### config.mk
export PLATFORM = sky130hd
export DESIGN_NAME = state_log_readout_ctrl
export DESIGN_NICKNAME = d
export VERILOG_FILES = /design/src/rtl/state_log_pkg.sv /design/src/rtl/rr_arb2.sv /design/src/rtl/state_log_readout_ctrl.sv
export SDC_FILE = /design/constraint.sdc
export NUM_CORES = 1
export LEC_CHECK = 0
export ABC_AREA = 0
export BUFFER_PORTS_ARGS = -buffer_cell sky130_fd_sc_hd__buf_2
export CORE_ASPECT_RATIO = 0.75
export CORE_UTILIZATION = 30
export DETAILED_ROUTE_END_ITERATION = 10
export GPL_TIMING_DRIVEN = 0
export MAX_ROUTING_LAYER = met4
export SLEW_MARGIN = 20
export SYNTH_ARGS = -nofsm -noshare
export SYNTH_HDL_FRONTEND = slang
export SYNTH_SLANG_ARGS = --single-unit
### constraint.sdc
create_clock -name iClk -period 5.8 [get_ports iClk]
set_input_delay 0.29 -clock iClk [delete_from_list [all_inputs] [get_ports iClk]]
set_output_delay 0.29 -clock iClk [all_outputs]
set_load 0.02 [all_outputs]
### src/rtl/state_log_pkg.sv
// Shared types and constants for the state-log readout controller.
package state_log_pkg;

   typedef enum logic [1:0] {StIdle, StGrant, StSend, StClear} state_e;

   // Word index as presented on oRdIdx, newest first
   localparam logic [1:0] IDX_CUR   = 2'd0;
   localparam logic [1:0] IDX_PREV2 = 2'd1;
   localparam logic [1:0] IDX_PREV1 = 2'd2;
   localparam logic [1:0] IDX_PREV0 = 2'd3;

   // Requester ids, also bit positions in the arbiter request/grant vectors
   localparam int unsigned REQ_A = 0;
   localparam int unsigned REQ_B = 1;

   // Position of a word inside a packed {cur,prev2,prev1,prev0} group, counted from the LSB word
   function automatic int unsigned word_pos(input logic [1:0] idx);
      int unsigned pos;
      unique case (idx)
         IDX_CUR:   pos = 3;
         IDX_PREV2: pos = 2;
         IDX_PREV1: pos = 1;
         default:   pos = 0;
      endcase
      return pos;
   endfunction

endpackage

### src/rtl/rr_arb2.sv
// Two-requester round-robin arbiter. On contention the requester not served last wins;
// the preference only moves when a grant is actually taken (iUpdate).
module rr_arb2 import state_log_pkg::*; (
   input  logic       iClk,
   input  logic       iRst,
   input  logic [1:0] iReq,
   input  logic       iUpdate,
   output logic [1:0] oGnt
);

   logic prio_q, prio_d;  // 0: A preferred, 1: B preferred

   // One-hot grant from current requests and preference
   always_comb begin
      oGnt = iReq;
      if (iReq[REQ_A] && iReq[REQ_B]) begin
         oGnt = prio_q ? 2'b10 : 2'b01;
      end
   end

   // After serving A prefer B, and vice versa
   always_comb begin
      prio_d = prio_q;
      if (iUpdate && (oGnt != 2'b00)) begin
         prio_d = oGnt[REQ_A];
      end
   end

   // Preference register, resets to favour A
   always_ff @(posedge iClk or posedge iRst) begin
      if (iRst) begin
         prio_q <= 1'b0;
      end else begin
         prio_q <= prio_d;
      end
   end

endmodule

### src/rtl/state_log_readout_ctrl.sv
// Readout sequencer for CH_NUM state-history loggers shared by two requesters.
// Grants round-robin, snapshots the chosen channel, streams 4 words newest first with
// backpressure, then optionally pulses the logger clear.
// Optional build macro: STATE_LOG_TIMEOUT_EN adds a backpressure abort after TIMEOUT_CYC
// consecutive stalled cycles.
module state_log_readout_ctrl import state_log_pkg::*; #(
   parameter int unsigned CH_NUM      = 4,
   parameter int unsigned CH_IDX_W    = 2,
   parameter int unsigned BITS        = 8,
   parameter int unsigned TIMEOUT_CYC = 255
) (
   input  logic                     iClk,
   input  logic                     iRst,
   input  logic                     iReqA,
   input  logic                     iReqB,
   input  logic [CH_IDX_W-1:0]      iChA,
   input  logic [CH_IDX_W-1:0]      iChB,
   input  logic                     iClrA,
   input  logic                     iClrB,
   input  logic [CH_NUM*4*BITS-1:0] iLogData,
   input  logic                     iRdReady,
   output logic                     oGntA,
   output logic                     oGntB,
   output logic                     oRdValid,
   output logic [BITS-1:0]          oRdData,
   output logic [1:0]               oRdIdx,
   output logic                     oRdLast,
   output logic                     oRdErr,
   output logic [CH_NUM-1:0]        oLogClear,
   output logic                     oBusy
);

   state_e              state_q, state_d;
   logic                win_q, win_d;    // 1: B owns the current transfer
   logic [CH_IDX_W-1:0] ch_q, ch_d;
   logic                clr_q, clr_d;
   logic                err_q, err_d;    // channel index out of range
   logic [4*BITS-1:0]   snap_q, snap_d;
   logic [1:0]          idx_q, idx_d;

   logic [1:0]          req;
   logic [1:0]          gnt;
   logic                arb_upd;
   logic [CH_IDX_W-1:0] ch_sel;
   logic                clr_sel;
   logic                sel_valid;
   logic [4*BITS-1:0]   snap_sel;
   logic                abort;

   assign req     = {iReqB, iReqA};
   assign arb_upd = (state_q == StIdle) && (req != 2'b00);

   rr_arb2 u_arb (
      .iClk    (iClk),
      .iRst    (iRst),
      .iReq    (req),
      .iUpdate (arb_upd),
      .oGnt    (gnt)
   );

   // Channel, clear flag and logger words of whichever requester the arbiter picks
   always_comb begin
      ch_sel    = gnt[REQ_B] ? iChB : iChA;
      clr_sel   = gnt[REQ_B] ? iClrB : iClrA;
      sel_valid = 32'(ch_sel) < CH_NUM;
      snap_sel  = '0;
      for (int unsigned c = 0; c < CH_NUM; c++) begin
         if (32'(ch_sel) == c) begin
            snap_sel = iLogData[c*4*BITS +: 4*BITS];
         end
      end
   end

`ifdef STATE_LOG_TIMEOUT_EN
   localparam int unsigned TmoW = $clog2(TIMEOUT_CYC + 1);

   logic [TmoW-1:0] tmo_q, tmo_d;

   // Count consecutive stalled SEND cycles; the TIMEOUT_CYC-th stall aborts the transfer
   always_comb begin
      tmo_d = '0;
      abort = 1'b0;
      if ((state_q == StSend) && !iRdReady) begin
         tmo_d = tmo_q + 1'b1;
         abort = (tmo_q == TmoW'(TIMEOUT_CYC - 1));
      end
   end

   // Stall counter register
   always_ff @(posedge iClk or posedge iRst) begin
      if (iRst) begin
         tmo_q <= '0;
      end else begin
         tmo_q <= tmo_d;
      end
   end
`else
   logic unused_tmo;
   assign unused_tmo = ^TIMEOUT_CYC;
   assign abort      = 1'b0;
`endif

   // Next-state logic: latch winner and snapshot on grant, step words on accept
   always_comb begin
      state_d = state_q;
      win_d   = win_q;
      ch_d    = ch_q;
      clr_d   = clr_q;
      err_d   = err_q;
      snap_d  = snap_q;
      idx_d   = idx_q;
      unique case (state_q)
         StIdle: begin
            if (req != 2'b00) begin
               state_d = StGrant;
               win_d   = gnt[REQ_B];
               ch_d    = ch_sel;
               clr_d   = clr_sel;
               err_d   = !sel_valid;
               snap_d  = snap_sel;  // already zero for an invalid channel
               idx_d   = IDX_CUR;
            end
         end
         StGrant: state_d = StSend;
         StSend: begin
            if (abort) begin
               state_d = StIdle;
            end else if (iRdReady) begin
               if (idx_q == IDX_PREV0) begin
                  state_d = (clr_q && !err_q) ? StClear : StIdle;
               end else begin
                  idx_d = idx_q + 2'd1;
               end
            end
         end
         StClear: state_d = StIdle;
         default: state_d = StIdle;
      endcase
   end

   // Outputs decoded from registered state only; all zero in IDLE
   always_comb begin
      oGntA     = 1'b0;
      oGntB     = 1'b0;
      oRdValid  = 1'b0;
      oRdData   = '0;
      oRdIdx    = '0;
      oRdLast   = 1'b0;
      oRdErr    = 1'b0;
      oLogClear = '0;
      oBusy     = (state_q != StIdle);
      if (state_q == StGrant) begin
         oGntA = !win_q;
         oGntB = win_q;
      end
      if (state_q == StSend) begin
         oRdValid = 1'b1;
         oRdData  = snap_q[word_pos(idx_q)*BITS +: BITS];
         oRdIdx   = idx_q;
         oRdLast  = (idx_q == IDX_PREV0);
         oRdErr   = err_q;
      end
      for (int unsigned c = 0; c < CH_NUM; c++) begin
         oLogClear[c] = (state_q == StClear) && (32'(ch_q) == c);
      end
   end

   // State registers; async reset drops any transfer without issuing a clear
   always_ff @(posedge iClk or posedge iRst) begin
      if (iRst) begin
         state_q <= StIdle;
         win_q   <= 1'b0;
         ch_q    <= '0;
         clr_q   <= 1'b0;
         err_q   <= 1'b0;
         snap_q  <= '0;
         idx_q   <= IDX_CUR;
      end else begin
         state_q <= state_d;
         win_q   <= win_d;
         ch_q    <= ch_d;
         clr_q   <= clr_d;
         err_q   <= err_d;
         snap_q  <= snap_d;
         idx_q   <= idx_d;
      end
   end

endmodule
# Word-level counts from Yosys, hierarchy flattened
# Cells that the tools add are included.
dict set report op_classes {
  n_addsub 1
  reduce_logical 19
  mux 25
  eq_ne 16
  n_shift 1
}
# op n
set op_table {}
lappend op_table {{32-bit two-way mux} 4}
lappend op_table {{32-bit by 33-bit indexed part select with 8-bit output} 1}
lappend op_table {{29-bit two-way mux} 1}
lappend op_table {{2-bit two-way mux} 11}
lappend op_table {{2-bit == test, second input constant} 8}
lappend op_table {{2-bit by 1-bit == test with 1-bit output, second input constant} 4}
lappend op_table {{2-bit zero test} 4}
lappend op_table {{8-bit two-way mux} 1}
lappend op_table {{2-bit case mux with 4 select lines} 1}
lappend op_table {{2-bit nonzero test} 4}
lappend op_table {{1-bit logical AND} 7}
lappend op_table {{2-bit inequality test, second input constant} 3}
lappend op_table {{2-bit case mux with 3 select lines} 1}
lappend op_table {{1-bit two-way mux} 5}
lappend op_table {{2-bit case mux with 2 select lines} 1}
lappend op_table {{4-bit AND reduction} 1}
lappend op_table {{3-bit AND reduction} 1}
lappend op_table {{2-bit by 1-bit adder with 2-bit output, second input constant} 1}
lappend op_table {{2-bit by 1-bit inequality test with 1-bit output, second input constant} 1}
lappend op_table {{2-bit AND reduction} 1}
lappend op_table {{1-bit zero test} 1}
dict set report word_totals {
  wordCells 69
  reg_bits 41
}

# Longest topological paths before layout
dict set report depth {
  word_depth 8
  depth_mapped 7
  ltp_nobuf 5
}

# Cells and area by module
# Synthesis repeated with hierarchy kept, for this count alone.
dict set report hier_totals {
  cells_unflattened 268
  area_unflattened_um2 2650.0
}
# mod instances seq_area_each_um2 area_each_um2 cells_each
set by_module_without_submodules {}
lappend by_module_without_submodules {state_log_readout_ctrl 1 1001.0 2591.2 261}
lappend by_module_without_submodules {rr_arb2 1 25.0 58.8 7}

# Least setup slack after synthesis
# OpenSTA, ideal clock, no wires.
dict set report synth_timing {
  path_type {register to output}
  start {register idx_q[0]}
  end {output port oRdData[7]}
  stages_incl_launch_ff 6
  path_slack_ns 3.676
  arrival_ns 1.834
  n_path_buf 0
  cell_sequence {dfrtp_1 inv_1 ha_1 nor2_1 nand2_1 a311oi_1}
}
dict set report synth_between {
  elab_chain_len 5
  elab_cells_between_ends 7
  cone_classes {2 x eq/ne; 1 x shift; 3 x mux; 1 x reduce/logical}
}
# item line_no
set synth_lines {}
lappend synth_lines {{start: declaration} state_log_readout_ctrl.sv:39} ;# logic [1:0] idx_q, idx_d;
lappend synth_lines {{start signal: assignment} state_log_readout_ctrl.sv:185} ;# idx_q <= idx_d;
lappend synth_lines {{2-bit == test, or another cell as far along} state_log_pkg.sv:19} ;# unique case (idx)
lappend synth_lines {{2-bit case mux with 3 select lines *} state_log_pkg.sv:19}
lappend synth_lines {{29-bit two-way mux *} state_log_readout_ctrl.sv:156} ;# if (state_q == StSend) begin
lappend synth_lines {{32-bit by 33-bit indexed part select with 8-bit output *} state_log_readout_ctrl.sv:158} ;# oRdData = snap_q[word_pos(idx_q)*BITS +: BITS];
lappend synth_lines {{8-bit two-way mux *} state_log_readout_ctrl.sv:156}
lappend synth_lines {{end: declaration} state_log_readout_ctrl.sv:25} ;# output logic [BITS-1:0] oRdData,
# Every way passes the cells marked *; elsewhere a longest branch is shown, timed or not. The select of a mux whose other input is x is not followed.

# Worst setup path in the final report
dict set report layout_timing {
  start {register idx_q[0]}
  end {output port oRdData[2]}
}
# Same word-level chain as after synthesis.

==> results.md <==
* Hold EP: clr_q$_DFFE_PP0P_
* DIE AREA at 10,110 um2
* DRC violations left at 0
* Die width at 115.8 um
* Layout overhead on the synthesized area at 39.41%
* Unrepaired setup endpoints after global routing: no
* Share of layout cells above drive strength 1 at 0.4175
* Worst Path Buf+Inv at 2
* Logic pwr share at 0.512
* Reg power frac at 0.302
* Buffers on Ports at 156
* Worst hold path type: in2reg
* Status: finished, final reports clean
* Final Hold Viols at 0
* GP Congestion at 0.7888
* Mapped Cells at 325
* Worst-path cell chain: inv_1, ha_1, nor2_1, mux4_2, and2_1, buf_2
* DP Worst Slack at 3290 ps
* Final ANT Viol Nets at 0
* I/O pins at 159
* Setup crit end kind: output port
* Max incr delay on CP at 690 ps
* Reg2reg end: snap_q[21]$_DFFE_PP0P_
* P_leak at 0.002005 uW
* Worst vdd ir at 0.0001295 V
* Data arrival, critical path at 2540 ps
* Core Region at 9234 um2
* H-tree depth at 2
* Final Core Density at 0.4396
* Critical path required time at 5510 ps
* PwrDens at 435.7 nW/um2
* FF-to-FF setup slack at 3870 ps
* Per-cell routed wire length at 17.04 um
* Commonest non-fill, non-tap cell in the layout: buf_2
* Via count at 3,222
* Die height at 87.32 um
* Commonest cells after routing, fill and taps aside: buf_2, dfrtp_1, nand2_1
* Gates resized, CTS repair at 0
* Pint at 1032 uW
* Initial DRC count at 179
* Final Net Count at 633
* Vias in the first global route at 3,108
* Post-synth EDFFs at 0
* Fill cells at 936
* Max-cap viol count at 0
* Critical path type: reg2out
* Crit Path Max Fanout at 8
* Hold Crit Start: iClrB
* CP delay by family, top: simple AND/OR/NAND/NOR gates
* Worst R2R Start: u_arb.prio_q$_DFFE_PP0P_
* Sw Share at 0.4163
* Pin count of the biggest net entering global routing at 26
* First-pass GRT wire length at 16.00 mm
* Relative slew slack at 0.4091
* DPL Wire Length at 8.485 mm
* Seq cells post-synth at 41
* Syn Area/Cell at 8.959 um2
* Post-route setup TNS at 0 ps
* Async S/R FF share, synth at 1.000
* Final Power at 1768 uW
* Max-slew violations at 0
* Main synth FF type: dfrtp_1
* TritonRoute pass-1 iters at 4
* Cell variety after synth at 42
* Clock Latency Late Sink at 280 ps
* Final min period at 2828 ps
* Final setup margin at 2972 ps
* Fin Hold WS at 304.9 ps
* Vias per cell at 5.205
* Antenna cells at 0
* Clock Skews at 3.969 ps
* Grt total ovfl at 0
* Fmax at 0.3536 GHz
* Total track usage at 0.2189
* TritonCTS clock tree: yes
* Final Setup Violations at 0
* Synth Warn # at 0
* Initial core utilization at 0.3153
* Placement row count at 30
* Clock power frac at 0.186
* CTS buffer count at 5
* # clock sinks at 41
* Setup Fix Bufs, Post-CTS at 0
* Worst-path clk slew at 60 ps
* Final Cycle Share at 0.4876
* Critical path launch point type: register
* Mapped cell area at 2912 um2
* Slew @ Worst Pin at 883.2 ps
* Net Switching at 736.2 uW
* Clk buf depth at 2
* Cells on worst reg2reg path at 6
* Syn Nets at 468
* Sequential area share after synthesis at 0.3524
* Crit-path slowest cell: nor2_1
* Initial antenna violation count at 0
* Overall routed net length at 10.55 mm
* Hold Path Cell Cnt at 3
* Clock root cell: clkbuf_16
power by group through the flow:
stage / Sequential (uW) / Combinational (uW) / Clock, uW
floorplan: 491 / 643 / 0
global placement: 531 / 888 / 0
detailed placement: 537 / 904 / 0
CTS: 533 / 911 / 333
global route: 553 / 999 / 349
finish: 534 / 905 / 328
per-stage QoR:
step / area (um2) / instances
2_1_floorplan: 2912 / 325
3_3_place_gp: 3852 / 609
3_5_place_dp: 3872 / 610
4_1_cts: 4059 / 619
5_1_grt: 4059 / 619
6_report: 4059 / 619
per-layer routing:
| layer | up-vias | global-route usage | part of all wire |
|---|---|---|---|
| li1 | 1578 | - | - |
| met1 | 1506 | 0.2884 | 0.45 |
| met2 | 132 | 0.3544 | 0.46 |
| met3 | 6 | 0.04106 | 0.077 |
| met4 | 0 | 0.03963 | 0.0070 |
| met5 | - | - | 0 |
logic make-up (layout without fill, tap and decap cells):
kind of cell | Yosys count | after routing | share of synthesized area
compound gates | 118 | 118 | 0.2965
simple gates | 113 | 113 | 0.1990
other cells | 1 | 1 | 0.001288
fa+ha+maj | 4 | 4 | 0.01719
flops | 41 | 41 | 0.3524
buf+inv | 38 | 204 | 0.06833
mux | 10 | 10 | 0.06532
how the worst max path moves through the flow:
stage / start / endpoint / slack (ps) / cells after the start
3_5_place_dp: idx_q[0]$_DFFE_PP0P_ / oRdData[4] / 3290 / 6
4_1_cts: idx_q[0]$_DFFE_PP0P_ / oRdData[4] / 2950 / 6
2_1_floorplan: idx_q[0]$_DFFE_PP0P_ / oRdData[7] / 3680 / 5
5_1_grt: idx_q[0]$_DFFE_PP0P_ / oRdData[5] / 2840 / 6
3_3_place_gp: idx_q[0]$_DFFE_PP0P_ / oRdData[4] / 3320 / 6
6_report: idx_q[0]$_DFFE_PP0P_ / oRdData[2] / 2970 / 6
worst reg2reg max path, stage by stage, from the launching register on:
cell	delay, ps
dfrtp_1	380
and2b_4	220
o21ai_2	240
nand2_1	240
buf_2	270
a211oi_1	310
o31ai_1	130
area by class of cell:
| class | instances | area (um2) | area share |
|---|---|---|---|
| clock buffers | 6 | 138.9 | 0.03422 |
| multi-input cells | 246 | 1687 | 0.4155 |
| repair buffers | 158 | 810.8 | 0.1998 |
| well taps | 128 | 160.2 | 0.03946 |
| clock inverters | 2 | 37.54 | 0.009248 |
| flip-flops and latches | 41 | 1026 | 0.2528 |
| plain buffers | 29 | 165.2 | 0.04069 |
| inverters | 9 | 33.78 | 0.008323 |
cell usage after synthesis (all sizes together) (5+ instances only):
library cell,instances,area share
buf,21,0.046
dfrtp,41,0.35
o31ai,30,0.077
and3,30,0.064
nor2b,5,0.011
nand3,5,0.0086
inv,9,0.012
a211oi,31,0.080
clkbuf,8,0.011
a2111oi,6,0.018
nor2,11,0.014
o22ai,30,0.064
o21ai,7,0.015
nand2,40,0.052
and2,8,0.017
mux4,7,0.054
sequential cells by signal (all words and copies together) (netlist names):
name	cells
u_arb.prio_q	1
win_q	1
clr_q	1
state_q	2
ch_q	2
idx_q	2
snap_q	32
timing repair:
| item | CTS | global route |
|---|---|---|
| setup endpoints to repair | 0 | 0 |
| endpoints found under the hold margin | 2 | 0 |
| hold buffers | 1 | 0 |
Power figures use the tool's default switching activity.
